===== src/rtl/eb_pkg.sv =====
// Shared types for the elastic-buffer family of stream register slices.
package eb_pkg;

    typedef enum logic {
        EB_PASS = 1'b0,
        EB_SKID = 1'b1
    } eb_skid_state_t;

endpackage


===== src/rtl/sat_counter.sv =====
// Saturating up-counter with synchronous clear; used for stall and occupancy monitors.
module sat_counter #(
    parameter int W = 16
) (
    input  logic         clk,
    input  logic         rst_n,
    input  logic         inc,
    input  logic         clr,
    output logic [W-1:0] cnt
);

    always_ff @(posedge clk or negedge rst_n) begin
        if (!rst_n) begin
            cnt <= '0;
        end else if (clr) begin
            cnt <= '0;
        end else if (inc && (cnt != {W{1'b1}})) begin
            cnt <= cnt + 1'b1;
        end
    end

endmodule


===== src/rtl/rdy_skid_buffer.sv =====
// Ready-path register slice: upstream_rdy comes straight from the state flop and a
// one-entry skid register absorbs the beat accepted while downstream stalls.
module rdy_skid_buffer
    import eb_pkg::*;
#(
    parameter int DATA_WIDTH = 8,
    parameter int CNT_WIDTH  = 16
) (
    input  logic                  clk,
    input  logic                  rst_n,
    input  logic                  upstream_vld,
    output logic                  upstream_rdy,
    input  logic [DATA_WIDTH-1:0] upstream_data,
    output logic                  downstream_vld,
    input  logic                  downstream_rdy,
    output logic [DATA_WIDTH-1:0] downstream_data,
    output logic [CNT_WIDTH-1:0]  stall_cnt,
    input  logic                  stall_clr
);

    eb_skid_state_t        state;
    logic [DATA_WIDTH-1:0] skid_data;

    // In PASS the producer already saw rdy=1, so a beat the consumer refuses
    // must be parked; in SKID nothing new can arrive.
    always_ff @(posedge clk or negedge rst_n) begin
        if (!rst_n) begin
            state     <= EB_PASS;
            skid_data <= '0;
        end else if (state == EB_PASS) begin
            if (upstream_vld && !downstream_rdy) begin
                skid_data <= upstream_data;
                state     <= EB_SKID;
            end
        end else begin
            if (downstream_rdy) begin
                state <= EB_PASS;
            end
        end
    end

    assign upstream_rdy    = (state == EB_PASS);
    assign downstream_vld  = (state == EB_SKID) | upstream_vld;
    assign downstream_data = (state == EB_SKID) ? skid_data : upstream_data;

    sat_counter #(.W(CNT_WIDTH)) u_stall_cnt (
        .clk   (clk),
        .rst_n (rst_n),
        .inc   (~upstream_rdy),
        .clr   (stall_clr),
        .cnt   (stall_cnt)
    );

endmodule


===== config.mk =====
export PLATFORM = sky130hd
export DESIGN_NAME = rdy_skid_buffer
export DESIGN_NICKNAME = d
export VERILOG_FILES = /design/src/rtl/eb_pkg.sv /design/src/rtl/sat_counter.sv /design/src/rtl/rdy_skid_buffer.sv
export SDC_FILE = /design/constraint.sdc
export NUM_CORES = 1
export LEC_CHECK = 0
export CORE_MARGIN = 2
export CORE_UTILIZATION = 51
export CTS_CLUSTER_DIAMETER = 150
export CTS_CLUSTER_SIZE = 20
export DETAILED_ROUTE_END_ITERATION = 8
export GPL_TIMING_DRIVEN = 0
export PLACE_DENSITY = 0.84
export SYNTH_ARGS = -nofsm -noshare
export SYNTH_HDL_FRONTEND = slang
export SYNTH_SLANG_ARGS = --single-unit
export TNS_END_PERCENT = 1

===== constraint.sdc =====
create_clock -name clk -period 4.2 [get_ports clk]
set_input_delay 0.84 -clock clk [delete_from_list [all_inputs] [get_ports clk]]
set_output_delay 0.84 -clock clk [all_outputs]
set_load 0.005 [all_outputs]

-- Yosys cells after proc, flatten, opt, wreduce, memory -nomap -nowiden
Index checks and enable logic that the tools add are counted.
- bits of input ports: 13
- flip-flop bits (word level): 25
- word-level logic and storage cells: 18
- $add $sub $neg: 1
- bitwise gates (word level): 2
- reduce and logical (&&, ||, !) cells: 5
- multiplexer cells: 6
- equality and inequality tests: 1
- operators by type and width (operator ; number):
    two-way mux 16 bit ; 2
    adder 16 x 1 -> 16 bit, second input constant ; 1
    inequality test 16 bit, second input constant ; 1
    two-way mux 8 bit ; 1
    two-way mux 1 bit ; 3
    logical AND 1 bit ; 2
    AND reduction 2 bit ; 1
    nonzero test 2 bit ; 1
    logical NOT 1 bit ; 1
    inverter 1 bit ; 1
    OR 1 bit ; 1

-- Longest topological paths before layout
- word-level depth: 4
- gate-level depth with buffers: 6
- mapped depth without buffers: 5

-- Hierarchy
Synthesis repeated with hierarchy kept, for this count alone.
- cell total of the unflattened synthesis: 128
- area total of the unflattened synthesis: 1387.6 sq um
- by module, submodules not included (module ; area an instance (sq um) ; cells an instance ; instances):
    sat_counter ; 942.2 ; 98 ; 1
    rdy_skid_buffer ; 445.4 ; 30 ; 1

-- Least setup slack after synthesis
No wires, ideal clock.
- path kind: reg-to-output
- start point: register state
- end point: output downstream_data[0]
- cell stages (with the launch flop): 4
- data arrival time: 1.117 ns
- slack: 2.243 ns
- data required time: 3.360 ns
- cells stage by stage: dfrtp_1 > buf_4 > clkbuf_1 > mux2_2
- word-level cells in the longest chain between the ends: 1
- RTL lines (element ; line ; RTL):
    start, declared ; rdy_skid_buffer.sv:21 ; eb_skid_state_t state;
    start signal, assigned ; rdy_skid_buffer.sv:28 ; state <= EB_PASS;
    start signal, assigned ; rdy_skid_buffer.sv:33 ; state <= EB_SKID;
    start signal, assigned ; rdy_skid_buffer.sv:37 ; state <= EB_PASS;
    two-way mux 8 bit ; rdy_skid_buffer.sv:44 ; assign downstream_data = (state == EB_SKID) ? skid_data : upstream_data;
    end, declared ; rdy_skid_buffer.sv:16 ; output logic [DATA_WIDTH-1:0] downstream_data,
Every way passes these cells.

-- Final worst setup path
- start point: register state
- end point: output downstream_data[4]
The elaborated chain is that of the path after synthesis.

==> impl_results.md <==
- CP Cell Sequence: buf_4, clkbuf_1, mux2_2, clkdlybuf4s50_1
- Post-Synth Simple-Gate Area: about a quarter
- First-pass GRT wire length: 5402 um
- Post-CTS setup buffers: 0
- Worst min-delay path category: register to register
- DRC viols: 0
- Worst setup EP type: primary output
- Layout cells sized above 1: 18.29%
- Core area: 2686 sq um
- Max incr delay on CP: 0.44 ns
- Die ar.: about 3200 sq um
- Per-cell routed wire length: roughly 15 um
- Diode count: 0
- Number of global-route vias before repair: about 1200
- Pwr/cell area: 251.9 nW/um^2
- Post-Place Cell Area: 1827 sq um
- FILL cells: 215
- Worst-Margin Slew: approximately 1.1 ns
- Slowest CP cell: clkdlybuf4s50_1
- WS Path Type: register to primary output
- Synth warn: 0
- Routed WL: 3170 um
- Seq/Total Area, Yosys: between 40% and 50%
- Final worst path period share: 69.97%
- Kind of cell adding the most delay to the critical path: buffers and inverters
- Post-synthesis mux area share: 15.91%
- Initial Utilization: 52.40%
- Row count: 19
- Status: finished, final reports clean
- Post-synthesis adder-cell area fraction: 0.8889%
- Unrepaired setup endpoints after global routing: false
- Port Buf Inserts: 38
- Tot GR Track Use: 21.12%
- Die Width: 56.54 um
- Max-cap violations: 0
- Crit path buffers/inverters: 3
- Grt total ovfl: 0
- Total negative slack: 0 ns
- Clock Tree Root: clkbuf_4
- Clk pin slew, worst setup/hold paths: 0.14 ns
- Total CTS buffers: 3
- Finished Layout Cells: 206
- Critical Path AT: 2.10 ns
- Syn_area_per_cell: approximately 11 sq um
- Design Power: 0.4671 mW
- Post_cts resized: 0
- Vias per cell: 6.029
- Largest family of logic cells by synthesized area: simple AND/OR/NAND/NOR gates
- Synth Cell Area: 1408 sq um
- Critical path required time: 3.36 ns
- Antenna viol nets, final: 0
- Slew Limit Fails: 0
- Placed cells: 202
- CTS tree: done
- CTS H-tree depth: 1
- I/O pin cnt: 39
- Yosys cell types: 32
- Drt pass-1 iters: 6
- Final design area excluding fillers: 1854 sq um
- Final Setup Violations: 0
- Setup WS pre-CTS: 1.362 ns
- Worst vdd ir: 0.0001860 V
- Initial antenna violation count: 0
- Max frequency: 340.3 MHz
- DR iter-0 viols: 19
- Synthesized-area fraction occupied by xor and xnor cells: 0%
- Hold Violations, Final: 0
- Post-Synthesis Cells: 133
- Worst setup SP type: register
- Syn_nets: 147
- FF+latch count, synth: 25
- Largest net degree at the start of global routing: 26
- CP max FO: 10
- Final hold slack: 0.5235 ns
- Total Nets Final: 190
- Static leakage: ~0.75 nW
- Area growth from synthesis to final layout: 31.73%
- Die Y: 56.54 um
- Final Util: 69.03%
- Hold Buf Count CTS: 0
- Clock Path Buffers: 2
- DR vias: 1242
- Final clock skew: 0.001247 ns
- Clock Latency Late Sink: 0.33 ns
- Placer Congestion: roughly 0.83
- Post-layout min period: a little under 3 ns
- Dpl hpwl: 2392 um
- Max_slew headroom: 25.98%
- # clock sinks: 25
- Final worst slack: 1.261 ns
- Synth Area in Compound Gates: 9.511%
[logic make-up (layout without fill, tap and decap cells)]
kind of cell	count (synthesis)	in the layout
multiplexers	20	20
buffers and inverters	11	53
AO/OA/AOI/OAI	21	21
adder cells (fa/ha/maj)	1	1
flip-flops	25	25
AND/OR/NAND/NOR	55	55
[routing by layer]
layer / track usage (%) / up-vias / part of all wire, %
li1: - / 581 / -
met5: 0 / - / 0
met2: 38.54 / 38 / 52
met3: 2.765 / 4 / 4.3
met4: 6.803 / 0 / 0.91
met1: 25.41 / 619 / 43
[cell usage after synthesis]
library cell  count  area, sq um
and4_1            1        8.760
nor4bb_1          1        10.01
nand4_4           2        42.54
nand2_1           7        26.28
or4_1             6        45.04
nor4_4            1        21.27
o41ai_1           2        17.52
mux2i_1           1        10.01
nand3_1           4        20.02
nor2_1            9        33.78
a21oi_1           7        35.03
nand2b_1          3        18.77
inv_1             4        15.01
a211oi_1          4        30.03
and3_1            3        18.77
a31oi_1           3        18.77
dfrtp_1          25        625.6
and2_1            1        6.260
clkbuf_1          3        11.26
mux2_2           19        214.0
nand4_1           4        25.02
o31ai_1           3        22.52
or3_1             1        6.260
buf_2             1        5.000
nor4_1            1        6.260
buf_4             3        22.52
ha_1              1        12.51
or2_2             1        6.260
o21ai_0           2        10.01
nor3b_2           1        12.51
nor3_1            5        25.02
nor2b_1           4        25.02
[cell type report]
type                       instances  area, sq um  share of cell area [%]
multi-input combinational         97        728.2                   39.27
timing repair buffer              38        380.4                   20.51
inverter                           4        15.01                  0.8097
clock inverter                     1        5.005                  0.2699
tap                               31        38.79                   2.092
sequential                        25        625.6                   33.74
clock buffer                       3        22.52                   1.215
buffer                             7        38.79                   2.092
[placed cells by master, fill, tap and decap left out, types with 4 or more instances in the layout]
cell type,count
clkdlybuf4s50_1,38
dfrtp_1,25
mux2_2,19
nor2_1,9
a21oi_1,7
nand2_1,7
or4_1,6
nor3_1,5
inv_1,4
nor2b_1,4
nand3_1,4
nand4_1,4
a211oi_1,4
[power breakdown]
| part | switching (mW) | leakage (nW) | internal [mW] |
|---|---|---|---|
| Clock | 0.0759 | 0.0177 | 0.0358 |
| Combinational | 0.0313 | 0.400 | 0.0575 |
| Sequential | 0.00907 | 0.329 | 0.258 |
[final timing paths]
path	cells past startpoint	start	slack (ns)	endpoint
worst max-delay path	4	state$_DFF_PN0_	1.26	downstream_data[4]
worst min-delay path	1	skid_data[2]$_DFFE_PN0P_	0.52	skid_data[2]$_DFFE_PN0P_
worst max register to register	4	u_stall_cnt.cnt[0]$_DFFE_PN0P_	2.30	u_stall_cnt.cnt[12]$_DFFE_PN0P_
worst min register to register	1	skid_data[2]$_DFFE_PN0P_	0.52	skid_data[2]$_DFFE_PN0P_
max in group asynchronous	1	rst_n	2.45	u_stall_cnt.cnt[7]$_DFFE_PN0P_
min in group asynchronous	1	rst_n	1.09	u_stall_cnt.cnt[8]$_DFFE_PN0P_
[worst reg2reg max path: stages (launching register included)]
cell,delay [ns]
dfrtp_1,0.43
ha_1,0.26
nand4_1,0.34
nor4_1,0.40
mux2_2,0.38
[sequential cells by signal, indices dropped and copies added (netlist names)]
register         flops
state                1
u_stall_cnt.cnt     16
skid_data            8
(Power assumes the default switching activity.)
